File: config.mk
export PLATFORM = sky130hd
export DESIGN_NAME = shared_reg_arbiter
export DESIGN_NICKNAME = d
export VERILOG_FILES = /design/src/rtl/shared_reg_arbiter.sv
export SDC_FILE = /design/constraint.sdc
export NUM_CORES = 1
export LEC_CHECK = 0
export ABC_AREA = 1
export CAP_MARGIN = 20
export CORE_MARGIN = 1.5
export CORE_UTILIZATION = 46
export DETAILED_ROUTE_END_ITERATION = 8
export GPL_TIMING_DRIVEN = 0
export HOLD_SLACK_MARGIN = 0.02
export PLACE_DENSITY = 0.83
export SETUP_SLACK_MARGIN = 0.3
export SYNTH_ARGS = -nofsm -noshare
export SYNTH_HDL_FRONTEND = slang
export SYNTH_SLANG_ARGS = --single-unit
File: constraint.sdc
create_clock -name clk -period 4.95 [get_ports clk]
set_clock_uncertainty 0.15 [all_clocks]
set_input_delay 0.99 -clock clk [delete_from_list [all_inputs] [get_ports clk]]
set_output_delay 0.99 -clock clk [all_outputs]
set_load 0.02 [all_outputs]
File: src/rtl/shared_reg_arbiter.sv
// shared_reg_arbiter: round-robin arbiter serialising WRITE/SET/CLR ops from N_REQ agents onto one register.
// Optional feature macro ARB_LOCK_EN: a granted requester holding lock keeps the grant for back-to-back ops.
module shared_reg_arbiter #(
  parameter int N_REQ = 4,
  parameter int WIDTH = 8
) (
  input  logic                   clk,
  input  logic                   rst_n,
  input  logic [N_REQ-1:0]       req,
  input  logic [2*N_REQ-1:0]     op,
  input  logic [WIDTH*N_REQ-1:0] data,
  input  logic [N_REQ-1:0]       lock,
  output logic [N_REQ-1:0]       gnt,
  output logic [N_REQ-1:0]       done,
  output logic [WIDTH-1:0]       q,
  output logic                   busy
);

  localparam int PTR_W = (N_REQ > 1) ? $clog2(N_REQ) : 1;
  localparam int SUM_W = PTR_W + 1;
  localparam logic [1:0] OP_WRITE = 2'b01;
  localparam logic [1:0] OP_SET   = 2'b10;
  localparam logic [1:0] OP_CLR   = 2'b11;

  typedef enum logic {IDLE, ACCESS} state_t;

  state_t           state_reg, state_next;
  logic [PTR_W-1:0] ptr_reg, ptr_next;
  logic [PTR_W-1:0] win_reg, win_next;
  logic [N_REQ-1:0] gnt_reg, gnt_next;
  logic [N_REQ-1:0] done_reg, done_next;
  logic [WIDTH-1:0] q_reg, q_next;
  logic             rel_grant;

  logic [1:0]       op_arr   [N_REQ];
  logic [WIDTH-1:0] data_arr [N_REQ];
  logic [N_REQ-1:0] req_rot;
  logic [PTR_W-1:0] offset;
  logic [PTR_W-1:0] winner;

  // Indices are at most 2*N_REQ-2, so one conditional subtract wraps them.
  function automatic logic [PTR_W-1:0] wrap(input logic [SUM_W-1:0] s);
    if (s >= SUM_W'(N_REQ))
      wrap = PTR_W'(s - SUM_W'(N_REQ));
    else
      wrap = PTR_W'(s);
  endfunction

  genvar gi;
  generate
    for (gi = 0; gi < N_REQ; gi++) begin : g_req
      assign op_arr[gi]   = op[2*gi +: 2];
      assign data_arr[gi] = data[WIDTH*gi +: WIDTH];
      // req_rot[0] is the requester at the pointer, i.e. the highest priority.
      assign req_rot[gi]  = req[wrap(SUM_W'(ptr_reg) + SUM_W'(gi))];
    end
  endgenerate

  always_comb begin
    offset = '0;
    for (int k = N_REQ - 1; k >= 0; k--) begin
      if (req_rot[k]) offset = PTR_W'(k);
    end
    winner = wrap(SUM_W'(ptr_reg) + SUM_W'(offset));
  end

`ifndef ARB_LOCK_EN
  logic unused_lock;
  assign unused_lock = ^lock;
`endif

  always_comb begin
    state_next = state_reg;
    ptr_next   = ptr_reg;
    win_next   = win_reg;
    gnt_next   = gnt_reg;
    done_next  = '0;
    q_next     = q_reg;
    rel_grant  = 1'b0;
    case (state_reg)
      IDLE: begin
        gnt_next = '0;
        if (|req) begin
          win_next         = winner;
          gnt_next[winner] = 1'b1;
          state_next       = ACCESS;
        end
      end
      ACCESS: begin
        rel_grant = 1'b1;
        if (req[win_reg]) begin
          case (op_arr[win_reg])
            OP_WRITE: q_next = data_arr[win_reg];
            OP_SET:   q_next = q_reg | data_arr[win_reg];
            OP_CLR:   q_next = q_reg & ~data_arr[win_reg];
            default:  q_next = q_reg;
          endcase
          done_next[win_reg] = 1'b1;
`ifdef ARB_LOCK_EN
          if (lock[win_reg]) rel_grant = 1'b0;
`endif
        end
        // The last winner becomes lowest priority whether it completed or abandoned.
        if (rel_grant) begin
          ptr_next   = wrap(SUM_W'(win_reg) + SUM_W'(1));
          gnt_next   = '0;
          state_next = IDLE;
        end
      end
      default: state_next = IDLE;
    endcase
  end

  always_ff @(posedge clk or negedge rst_n) begin
    if (!rst_n) begin
      state_reg <= IDLE;
      ptr_reg   <= '0;
      win_reg   <= '0;
      gnt_reg   <= '0;
      done_reg  <= '0;
      q_reg     <= '0;
    end else begin
      state_reg <= state_next;
      ptr_reg   <= ptr_next;
      win_reg   <= win_next;
      gnt_reg   <= gnt_next;
      done_reg  <= done_next;
      q_reg     <= q_next;
    end
  end

  assign gnt  = gnt_reg;
  assign done = done_reg;
  assign q    = q_reg;
  assign busy = (state_reg == ACCESS);

endmodule
Word level (Yosys, flattened, before mapping)
Cells that the tools add are included.
{"block": "totals", "ff_bits": 21, "inputBits": 50, "output_inout_bits": 17, "elab_cells": 83}
{"block": "op_classes", "add_sub_neg": 11, "order_cmp": 15, "eq_ne": 3, "n_mux": 37, "n_bitwise": 5, "n_reduce_logical": 6}
{"op": "2-bit two-way mux", "n": 12}
{"op": "8-bit one-hot mux with 3 select lines", "n": 1}
{"op": "3-bit >= comparator, second input constant", "n": 6}
{"op": "2-bit by 3-bit < comparator with 1-bit output, second input constant", "n": 6}
{"op": "8-bit binary-select mux with 2-bit select", "n": 1}
{"op": "8-bit two-way mux", "n": 2}
{"op": "4-bit two-way mux", "n": 3}
{"op": "2-bit by 1-bit subtractor with 2-bit output, second input constant", "n": 6}
{"op": "1-bit binary-select mux with 2-bit select", "n": 5}
{"op": "8-bit bitwise AND", "n": 1}
{"op": "1-bit two-way mux", "n": 8}
{"op": "8-bit inverter", "n": 1}
{"op": "8-bit bitwise OR", "n": 1}
{"op": "4-bit one-hot mux with 2 select lines", "n": 1}
{"op": "2-bit by 1-bit adder with 3-bit output, second input constant", "n": 2}
{"op": "2-bit by 2-bit adder with 3-bit output, second input constant", "n": 2}
{"op": "2-bit binary-select mux with 2-bit select", "n": 1}
{"op": "1-bit demux with 2-bit select", "n": 2}
{"op": "2-bit equality test, second input constant", "n": 2}
{"op": "2-bit by 1-bit >= comparator with 1-bit output, second input constant", "n": 2}
{"op": "4-bit OR reduction", "n": 1}
{"op": "2-bit by 2-bit adder with 3-bit output", "n": 1}
{"op": "2-bit by 3-bit >= comparator with 1-bit output, second input constant", "n": 1}
{"op": "2-bit inverter with 3-bit output", "n": 1}
{"op": "7 further kinds", "n": 8}

Logic depth before layout (Yosys ltp)
{"block": "depth", "depth_word": 18, "mapped_depth": 15, "ltp_nobuf": 14}

Worst setup path after synthesis
No wires, ideal clock.
{"block": "synth_path", "path_kind": "input-to-reg", "from": "in req[2]", "to": "reg gnt_reg[3] (netlist: gnt[3])", "setup_time_ns": 0.117, "arrival_time_ns": 2.123, "required_ns": 4.683, "setup_slack_ns": 2.560, "path_stages": 14, "n_path_buf": 0, "path_cell_list": "inv_1 > nand2_1 > nand2_1 > nand2_1 > nand2_1 > a31oi_1 > nor2_1 > ha_1 > xor2_1 > inv_1 > nand3_1 > nand2_1 > inv_1 > nor2_1"}
{"block": "synth_via", "elab_chain_cells": 15, "elab_cells_between_ends": 24}
{"element": "start, declared", "line": "9", "text": "input logic [N_REQ-1:0] req,"}
{"element": "1-bit binary-select mux with 2-bit select", "line": "55", "text": "assign req_rot[gi] = req[wrap(SUM_W'(ptr_reg) + SUM_W'(gi))];"}
{"element": "1-bit two-way mux (implied by the code)", "line": "55"}
{"element": "2-bit two-way mux (4 in a row)", "line": "62", "text": "if (req_rot[k]) offset = PTR_W'(k);"}
{"element": "2-bit by 2-bit adder with 3-bit output", "line": "64", "text": "winner = wrap(SUM_W'(ptr_reg) + SUM_W'(offset));"}
{"element": "3-bit >= comparator or 2-bit by 1-bit subtractor with 2-bit output (tied branches)", "line": "43, 44"}
{"element": "2-bit two-way mux", "line": "43", "text": "if (s >= SUM_W'(N_REQ))"}
{"element": "2-bit by 3-bit < comparator with 1-bit output (implied by the code) or 2-bit by 1-bit >= comparator with 1-bit output (tied branches)", "line": "85", "text": "gnt_next[winner] = 1'b1;"}
{"element": "1-bit logical AND (implied by the code)", "line": "85"}
{"element": "1-bit two-way mux (implied by the code)", "line": "85"}
{"element": "1-bit demux with 2-bit select", "line": "85"}
{"element": "4-bit two-way mux (*)", "line": "83", "text": "if (|req) begin"}
{"element": "4-bit one-hot mux with 2 select lines (*)", "line": "80", "text": "case (state_reg)"}
{"element": "named net gnt_next[3]", "line": "30", "text": "logic [N_REQ-1:0] gnt_reg, gnt_next;"}
{"element": "end signal, assigned", "line": "126", "text": "gnt_reg <= gnt_next;"}
{"element": "end, declared", "line": "30"}
Mark *: on every way through the listed nets, which the timed path passes. The rest lies on a longest branch. The select of a mux whose other input is x is not followed.
A chain may end at the register's enable or synchronous reset.

Final worst setup path
{"block": "layout_path", "from": "in req[3]", "to": "reg gnt_reg[3] (netlist: gnt[3])"}
The elaborated chain is that of the path after synthesis.

==> results_dict.tcl <==
set metrics [dict create \
    setup_viol 0 \
    yosys_register_bits 21 \
    syn-num-nets 299 \
    slew_headroom_pct 39.28 \
    cts_setup_buffers 0 \
    maxSlewViolCount 0 \
    dieArea_um2 3856 \
    synth_area_per_cell_um2 6.584 \
    fin_ws_ps 2245 \
    fin_cells 356 \
    vias 1724 \
    ys_top_cells_by_area "dfrtp_1 33%, nand2_1 25%, nor2_1 5.8%" \
    power_mw 1.297 \
    use_met3_pct 0.8282 \
    diodes 0 \
    layout-drive-gt1-share_pct 8.710 \
    drc 0 \
    rsz0062_at_grt "false" \
    holdBufCountCts 0 \
    grt_max_degree 22 \
    worst_pin_slew_ps 908.0 \
    finalHoldViolCount 0 \
    antenna_found_initial 0 \
    synth.distinct_cells 26 \
    syn_inst 244 \
    grt_pass1_wl_mm 6.237 \
    firstDrtPassIters 4 \
    io_buffers 62 \
    clock_latency_ps 300 \
    drv_cap 0 \
    seqCellArea_um2 525.5 \
    core.rowCount 21 \
    dp_hpwl_mm 3.242 \
    die_w_um 62.10 \
    p_per_area_nw_per_um2 561.1 \
    finalCritPeriodShare_pct 54.64 \
    hold_start "q[7]$_DFFE_PN0P_" \
    startpoint "req[3]" \
    leakagePower_nw 1.176 \
    post-route-util_pct 69.29 \
    pre_cts_ws_ps 1930 \
    numCtsBuffers 3 \
    drt_iter0_drc 66 \
    largest_register_ffs 8 \
    path_class "in2reg" \
    clkTransAtPathRegs_ps 120 \
    setup_tns_ps 0 \
    peakVddDrop_v 0.0003015 \
    met1_usage_pct 31.32 \
    min_period_ps 2705 \
    yosysSeqAreaShare_pct 32.71 \
    routedWlPerCell_um 11.42 \
    coreArea_um2 3337 \
    cts_root_buf "clkbuf_4" \
    clock-sinks 21 \
    worstSetupEndpointType "register" \
    cp_max_fo 4 \
    synth_area_um2 1607 \
    track_usage_pct 21.69 \
    grt_pass1_vias 1460 \
    synth_warnings 0 \
    cts_tree "built" \
    dp.cells 352 \
    place_congestion 0.8289 \
    grt.met2_usage_pct 34.38 \
    synth_top_area_share_pct 32.71 \
    initial_utilization_pct 48.14 \
    nFillCells 303 \
    wl_mm 4.067 \
    area_delta_synth_final_pct 43.93 \
    pin_count 67 \
    cts_buffer_depth 2 \
    top_usage_layer "met2" \
    hp-class "reg2reg" \
    avgViaCountPerCell 4.843 \
    htree_levels 1 \
    cts_resized 0 \
    grt_overflow_total 0 \
    multi_input_area_um2 899.6 \
    fp.dieH_um 62.10 \
    yosys.area.top_type "dfrtp_1" \
    final_common_cell "nand2_1" \
    status "completed" \
    cp.required_ps 5010 \
    final_cell_mix "109 x nand2_1, 62 x clkdlybuf4s50_1, 25 x nor2_1" \
    finalNetCount 366 \
    regToRegStartpoint "ptr_reg[0]$_DFFE_PN0P_" \
    route.antenna.remaining_nets 0 \
    arrival_ps 2760 \
    max_freq_mhz 369.7 \
    cp-start-kind "primary input" \
]
## report_power, final
part	switching (mW)	leakage, nW	internal (mW)	total, mW
Clock	0.0532	0.0177	0.0301	0.0833
Sequential	0.0565	0.270	0.237	0.293
Combinational	0.550	0.888	0.371	0.921
## final timing paths
path	endpoint	slack, ps	cells after the start
max reg2reg	gnt[3]$_DFF_PN0_	2830	14
max	gnt[3]$_DFF_PN0_	2250	15
min	q[7]$_DFFE_PN0P_	380	2
max in group asynchronous	q[1]$_DFFE_PN0P_	3070	1
min reg2reg	q[7]$_DFFE_PN0P_	380	2
min in group asynchronous	gnt[0]$_DFF_PN0_	1030	1
## cells by family (layout without fill, tap and decap cells)
kind of cell,count (synthesis),count (layout),share of synthesized area (%)
and+or+nand+nor,151,151,37.77
buffers and inverters,34,100,11.29
AOI/OAI and AO/OA,32,32,13.78
DFF,21,21,32.71
adders and majority gates,5,5,3.894
xor gates and xnor gates,1,1,0.5453
## Yosys cell counts (all sizes together)
master and number:
nand2 110, nor2 27, inv 26, dfrtp 21, o21ai 21, nand3 12, o211ai 6, buf 5
ha 5, a21oi 4, clkbuf 2, a31oi 1, clkinv 1, nand4 1, or2 1, xor2 1
## worst max-delay path, cell delays in order
cell	delay [ps]
clkdlybuf4s50_1	520
inv_1	90
nand2_1	80
nand2_1	50
nand2_1	50
nand2_1	60
a31oi_1	130
nor2_1	60
ha_1	180
xor2_1	180
inv_1	60
nand3_1	80
nand2_1	100
inv_1	90
nor2_1	40
## cell type report
type	count	area share, %
Inverter	27	4.600
Multi-Input combinational cell	189	38.91
Tap cell	46	2.489
Clock inverter	1	0.2164
Sequential cell	21	22.73
Timing Repair Buffer	62	26.84
Clock buffer	3	0.9740
Buffer	7	3.247
## through the flow
stage	cell area [um2]	hold WS, ps
finish	2312	376.8
global route	2312	404.7
CTS	2312	375.6
detailed placement	2285	347.6
global placement	2285	336.7
floorplan	1607	454.2
## routing by layer
metal | share of wire, % | vias up
met1 | 45 | 777
met3 | 4.9 | 2
met5 | 0 | -
met4 | 0.66 | 0
li1 | - | 889
met2 | 49 | 56
(Power assumes the default switching activity.)
